[src/rtl/card_row_renderer.sv]
// Pixel stage that maps VGA counters onto a row of card slots and colours the result.
// Three register stages: ROM address, ROM read, final colour; sync/valid ride alongside.
module card_row_renderer #(
    parameter int          CARD_W      = 32,
    parameter int          CARD_H      = 46,
    parameter int          NUM_SLOTS   = 20,
    parameter int          NUM_SPRITES = 20,
    parameter int          ROW_X       = 0,
    parameter int          ROW_Y       = 200,
    parameter logic [11:0] BG_COLOR    = 12'h063,
    parameter logic [11:0] TRANSP      = 12'hF0F,
    parameter logic [11:0] HL_COLOR    = 12'hFF0
) (
    input  logic        clk,
    input  logic        rst,
    input  logic [9:0]  h_cnt,
    input  logic [9:0]  v_cnt,
    input  logic        valid_in,
    input  logic        hsync_in,
    input  logic        vsync_in,
    input  logic        wr_en,
    input  logic [4:0]  wr_slot,
    input  logic [4:0]  wr_card,
    input  logic [4:0]  sel_slot,
    output logic [14:0] rom_addr,
    input  logic [11:0] rom_data,
    output logic [11:0] rgb,
    output logic        valid_out,
    output logic        hsync_out,
    output logic        vsync_out
);
    localparam int CW_LOG = $clog2(CARD_W);
    localparam int SLOT_W = (NUM_SLOTS > 1) ? $clog2(NUM_SLOTS) : 1;

    logic [4:0]        tbl_q [NUM_SLOTS];
    logic [9:0]        dx, dy, slot;
    logic [CW_LOG-1:0] px;
    logic [4:0]        id;
    logic              in_row, draw, border;
    logic [14:0]       addr_d, rom_addr_q;
    logic [1:0]        draw_pipe_q, border_pipe_q;
    logic [2:0]        vld_pipe_q, hs_pipe_q, vs_pipe_q;
    logic [11:0]       rgb_d, rgb_q;

    // S1: pixel position -> slot, sprite offset and ROM address
    always_comb begin
        dx     = h_cnt - 10'(ROW_X);
        dy     = v_cnt - 10'(ROW_Y);
        slot   = dx >> CW_LOG;
        px     = dx[CW_LOG-1:0];
        in_row = (int'(h_cnt) >= ROW_X) && (int'(v_cnt) >= ROW_Y) &&
                 (int'(dy) < CARD_H) && (int'(slot) < NUM_SLOTS);
        id     = in_row ? tbl_q[slot[SLOT_W-1:0]] : 5'h1F;
        draw   = valid_in && in_row && (int'(id) < NUM_SPRITES);
        border = in_row && (slot == 10'(sel_slot)) &&
                 (px == '0 || px == {CW_LOG{1'b1}} || dy == '0 || int'(dy) == CARD_H - 1);
        addr_d = draw ? 15'(id) * 15'(CARD_W * CARD_H) + (15'(dy) << CW_LOG) + 15'(px) : '0;
    end

    // S3: colour select on the registered ROM word
    always_comb begin
        rgb_d = '0;
        if (vld_pipe_q[1]) begin
            if (border_pipe_q[1])
                rgb_d = HL_COLOR;
            else if (!draw_pipe_q[1] || rom_data == TRANSP)
                rgb_d = BG_COLOR;
            else
                rgb_d = rom_data;
        end
    end

    always_ff @(posedge clk or posedge rst) begin
        if (rst) begin
            rom_addr_q    <= '0;
            draw_pipe_q   <= '0;
            border_pipe_q <= '0;
            vld_pipe_q    <= '0;
            hs_pipe_q     <= '1;
            vs_pipe_q     <= '1;
            rgb_q         <= '0;
        end else begin
            rom_addr_q    <= addr_d;
            draw_pipe_q   <= {draw_pipe_q[0], draw};
            border_pipe_q <= {border_pipe_q[0], border};
            vld_pipe_q    <= {vld_pipe_q[1:0], valid_in};
            hs_pipe_q     <= {hs_pipe_q[1:0], hsync_in};
            vs_pipe_q     <= {vs_pipe_q[1:0], vsync_in};
            rgb_q         <= rgb_d;
        end
    end

    // Table is read combinationally above, so a same-edge write is seen one pixel later
    always_ff @(posedge clk or posedge rst) begin
        if (rst) begin
            for (int i = 0; i < NUM_SLOTS; i++) tbl_q[i] <= 5'h1F;
        end else if (wr_en && int'(wr_slot) < NUM_SLOTS) begin
            tbl_q[wr_slot[SLOT_W-1:0]] <= wr_card;
        end
    end

    assign rom_addr  = rom_addr_q;
    assign rgb       = rgb_q;
    assign valid_out = vld_pipe_q[2];
    assign hsync_out = hs_pipe_q[2];
    assign vsync_out = vs_pipe_q[2];
endmodule
[config.mk]
export PLATFORM = sky130hd
export DESIGN_NAME = card_row_renderer
export DESIGN_NICKNAME = d
export VERILOG_FILES = /design/src/rtl/card_row_renderer.sv
export SDC_FILE = /design/constraint.sdc
export NUM_CORES = 1
export LEC_CHECK = 0
export CAP_MARGIN = 20
export CORE_UTILIZATION = 61
export DETAILED_ROUTE_END_ITERATION = 16
export PLACE_DENSITY_LB_ADDON = 0.25
export SETUP_SLACK_MARGIN = 0.05
export SYNTH_ARGS = -nofsm -noshare
export SYNTH_HDL_FRONTEND = slang
export SYNTH_SLANG_ARGS = --single-unit
[constraint.sdc]
create_clock -name clk -period 11.6 [get_ports clk]
set_clock_uncertainty 0.05 [all_clocks]
set_input_delay 1.16 -clock clk [delete_from_list [all_inputs] [get_ports clk]]
set_output_delay 1.16 -clock clk [all_outputs]
set_load 0.005 [all_outputs]
==> impl_metrics.env <==
export IMPL_outcome="completed"
export IMPL_worst_hold_path_endpoint="vld_pipe_q[1]"
export IMPL_viasPerCell=5.95
export IMPL_grt_max_degree=87
export IMPL_mappedNetlistArea_sq_um=7210
export IMPL_ys_seq_area_share_pct=50.4
export IMPL_grt_pass1_vias=5226
export IMPL_cp_start_kind="input pin"
export IMPL_cts_clk_slew_worst_paths_ns=0.06
export IMPL_worst_path_max_delay_cell="sky130_fd_sc_hd__clkdlybuf4s50_1"
export IMPL_synth_simple_gate_area_share_pct=9.41
export IMPL_grt_first_pass_wirelength_mm=26.4
export IMPL_cts_root_buffer="sky130_fd_sc_hd__clkbuf_16"
export IMPL_antenna_diode_count=0
export IMPL_drt_first_iter_violations=256
export IMPL_track_usage_pct=27.7
export IMPL_dieArea_sq_um=12300
export IMPL_post_route_min_period_ns=7.06
export IMPL_drt_antenna_violating_nets=0
export IMPL_core_rowCount=39
export IMPL_hpwlAfterDp_mm=10.9
export IMPL_yosys_top_cells_area="sky130_fd_sc_hd__dfstp_2, sky130_fd_sc_hd__mux2_2, sky130_fd_sc_hd__dfrtp_1"
export IMPL_synth_fp_nets=652
export IMPL_synthArstFlopShare_pct=100
export IMPL_starting_density_pct=62.9
export IMPL_reg2reg_slack_ns=5.91
export IMPL_max_clock_freq_mhz=142
export IMPL_post_synth_most_frequent_cells="sky130_fd_sc_hd__dfstp_2, sky130_fd_sc_hd__mux2_2, sky130_fd_sc_hd__dfrtp_1"
export IMPL_cells_on_worst_reg2reg_path=19
export IMPL_finalWirelength_mm=15.8
export IMPL_cellLeakagePower_nw=3.69
export IMPL_route_detailed_drc=0
export IMPL_holdCritPathClass="flip-flop to flip-flop"
export IMPL_worst_ep_arrival_time_ns=7.35
export IMPL_worst_pin_slew_ns=0.971
export IMPL_rr_startpoint="tbl_q[20]"
export IMPL_synthesis_instances=567
export IMPL_clk_insertion_delay_late_ns=0.41
export IMPL_cp_slowest_stage_delay_ns=0.58
export IMPL_detail_route_first_pass_iterations=4
export IMPL_die_width_um=111
export IMPL_wl_per_cell_um=19.6
export IMPL_timing_hold_ws_ns=0.294
export IMPL_critPathBufInv=4
export IMPL_number_of_nets_in_the_layout=734
export IMPL_routabilityCongestion=0.836
export IMPL_required_time_at_the_worst_slack_endpoint_ns=11.89
export IMPL_design_core_area_sq_um=11500
export IMPL_globalRouteOverflowTotal=0
export IMPL_dominant_combinational_cell_family_by_area_after_synthesis="multiplexers"
export IMPL_power_per_cell_area_nw_per_um2=165
export IMPL_adder_cell_fraction_of_synth_area_pct=5.97
export IMPL_crit_chain="clkdlybuf4s50_1 -> inv_1 -> ha_1 -> nand2b_1 -> a31oi_1 -> xnor2_1 -> or4b_4 -> a221o_2 -> ha_1 -> ha_1 -> inv_1 -> fa_1 -> inv_1 -> ha_1 -> a21oi_1 -> o21bai_1 -> a21oi_1 -> xnor2_1 -> ha_1 -> or4_1 -> o21bai_1 -> xnor3_1 -> or4_1 -> a21oi_1"
export IMPL_path_delay_family="adder cells"
export IMPL_synth_edf_count=0
export IMPL_cts_hold_buffers=0
export IMPL_antenna_found_initial=0
export IMPL_tritoncts_num_sinks=140
export IMPL_yosys_cell_count_top_type="sky130_fd_sc_hd__dfstp_2"
export IMPL_distinct_cells_synth=47
export IMPL_io_pins=83
export IMPL_filler_cell_count=697
export IMPL_synth_ff_type="sky130_fd_sc_hd__dfstp_2"
export IMPL_synthDominantAreaCellType="sky130_fd_sc_hd__dfstp_2"
export IMPL_synth_warnings=0
export IMPL_slew_headroom_pct=35.2
export IMPL_tritoncts="done"
export IMPL_complex_gate_fraction_of_the_synthesized_area_pct=4.81
export IMPL_min_path_cells=0
export IMPL_critical_path_most_common_cell="sky130_fd_sc_hd__ha_1"
export IMPL_dp_cells=771
export IMPL_power_ir_vdd_worst_uv=119
export IMPL_syn_mean_instance_area_sq_um=12.7
export IMPL_worstSetupPathType="input pin to flip-flop"
export IMPL_grt_setup_unrepaired="no"
export IMPL_post_cts_resize_count=0
export IMPL_cts_root_to_sink_buffers=2
export IMPL_yosys_reg_bits=140
export IMPL_yosys_area_share_xor_xnor_pct=2.86
export IMPL_syn_to_final_growth_pct=21.2
export IMPL_setup_total_negative_slack_ns=0
export IMPL_vias=4787
export IMPL_tritoncts_num_buffers=17
export IMPL_finalCritPeriodShare_pct=60.9
export IMPL_post_cts_buffers=0
export IMPL_cts_h_tree_lvls=4
export IMPL_layoutNonFillerInstCount=805
export IMPL_post_synth_mux_area_share_pct=23.6
export IMPL_drive_gt1_share_pct=39.7
export IMPL_final_max_slew_violation_count=0
export IMPL_die_extent_in_y_um=111
export IMPL_path_max_fanout=7
export IMPL_setup_violations=0
export IMPL_max_cap_viol_count=0
export IMPL_worstHoldStart="vld_pipe_q[0]"
export IMPL_place_port_buffers=82
export IMPL_finalHoldViolCount=0
export IMPL_crit_path_end_kind="flip-flop"
export IMPL_regToRegEndpoint="rom_addr[14]"
export IMPL_synth_top_area_share_pct=38.6
[kinds of logic (layout without fill, tap and decap cells)]
family                     count (synthesis)  count (layout)
AOI/OAI and AO/OA                         53              53
xor gates and xnor gates                  22              22
adders and majority gates                 32              32
buffers and inverters                     53             148
DFF                                      140             140
muxes                                    139             139
and+or+nand+nor                          128             128
[stage by stage]
| step | worst slack [ns] | instance area [sq um] | utilization (%) | power (W) |
|---|---|---|---|---|
| final | 4.54 | 8730 | 76.2 | 0.00144 |
| after global routing | 4.14 | 8730 | 76.2 | 0.00150 |
| after CTS | 4.58 | 8700 | 75.9 | 0.00144 |
| after detailed placement | 4.16 | 8140 | 71.0 | 0.000929 |
| after global placement | 4.30 | 8130 | 70.9 | 0.000911 |
| after floorplan | 4.64 | 7210 | - | 0.000847 |
[cell type report]
type / count / area (sq um) / area share [%]
clock buffers: 20 / 447 / 5.11
clock inverters: 12 / 116 / 1.33
inverters: 28 / 108 / 1.23
multi-input cells: 374 / 3370 / 38.5
flip-flops and latches: 140 / 3640 / 41.6
well taps: 143 / 179 / 2.05
repair buffers: 88 / 883 / 10.1
[flip-flops by register name, indices dropped and copies added (netlist names)]
signal         flops
hs_pipe_q          3
border_pipe_q      2
tbl_q            100
vld_pipe_q         3
rgb               12
rom_addr          15
draw_pipe_q        2
vs_pipe_q          3
[metal layers]
layer  global-route usage [%]  part of all wire (%)
met5                        0                     0
met4                     9.96                   2.2
met3                     6.23                   4.5
met2                     46.1                    49
met1                     35.9                    44
[report_power, final]
part	leakage, nW	internal [W]	switching [W]
sequential	1.57	0.000609	0.0000358
combinational	1.85	0.000156	0.000127
clock	0.271	0.000303	0.000208
[worst reg2reg max path, cell delays in order, from the launching register on]
cell,delay [ns]
sky130_fd_sc_hd__dfstp_2,0.37
sky130_fd_sc_hd__mux4_2,0.50
sky130_fd_sc_hd__mux4_2,0.50
sky130_fd_sc_hd__a221o_2,0.44
sky130_fd_sc_hd__ha_1,0.29
sky130_fd_sc_hd__ha_1,0.27
sky130_fd_sc_hd__inv_1,0.05
sky130_fd_sc_hd__fa_1,0.49
sky130_fd_sc_hd__inv_1,0.04
sky130_fd_sc_hd__ha_1,0.33
sky130_fd_sc_hd__a21oi_1,0.23
sky130_fd_sc_hd__o21bai_1,0.09
sky130_fd_sc_hd__a21oi_1,0.18
sky130_fd_sc_hd__xnor2_1,0.09
sky130_fd_sc_hd__ha_1,0.19
sky130_fd_sc_hd__or4_1,0.41
sky130_fd_sc_hd__o21bai_1,0.15
sky130_fd_sc_hd__xnor3_1,0.42
sky130_fd_sc_hd__or4_1,0.41
sky130_fd_sc_hd__a21oi_1,0.13
[worst max-delay path by stage]
stage	startpoint	endpoint	slack (ns)	cells past startpoint
finish	v_cnt[3]	rom_addr[14]	4.54	24
CTS	v_cnt[3]	rom_addr[14]	4.58	24
global placement	h_cnt[6]	rom_addr[14]	4.30	21
floorplan	h_cnt[5]	rom_addr[14]	4.64	22
detailed placement	v_cnt[3]	rom_addr[14]	4.16	24
global route	v_cnt[3]	rom_addr[14]	4.14	25
[placed cells by master, fill, tap and decap left out, drive strengths merged, types with 10 or more instances in the layout]
| cell | count |
|---|---|
| ha | 28 |
| mux2 | 100 |
| dfrtp | 34 |
| xnor2 | 11 |
| nor3 | 12 |
| mux4 | 15 |
| dfstp | 106 |
| nand2 | 31 |
| xor2 | 10 |
| mux2i | 24 |
| inv | 30 |
| nor2 | 23 |
| a21oi | 18 |
| nand3 | 11 |
| nor2b | 15 |
| clkbuf | 20 |
| clkdlybuf4s50 | 81 |
No activity file was read; power rests on OpenSTA's default activity.
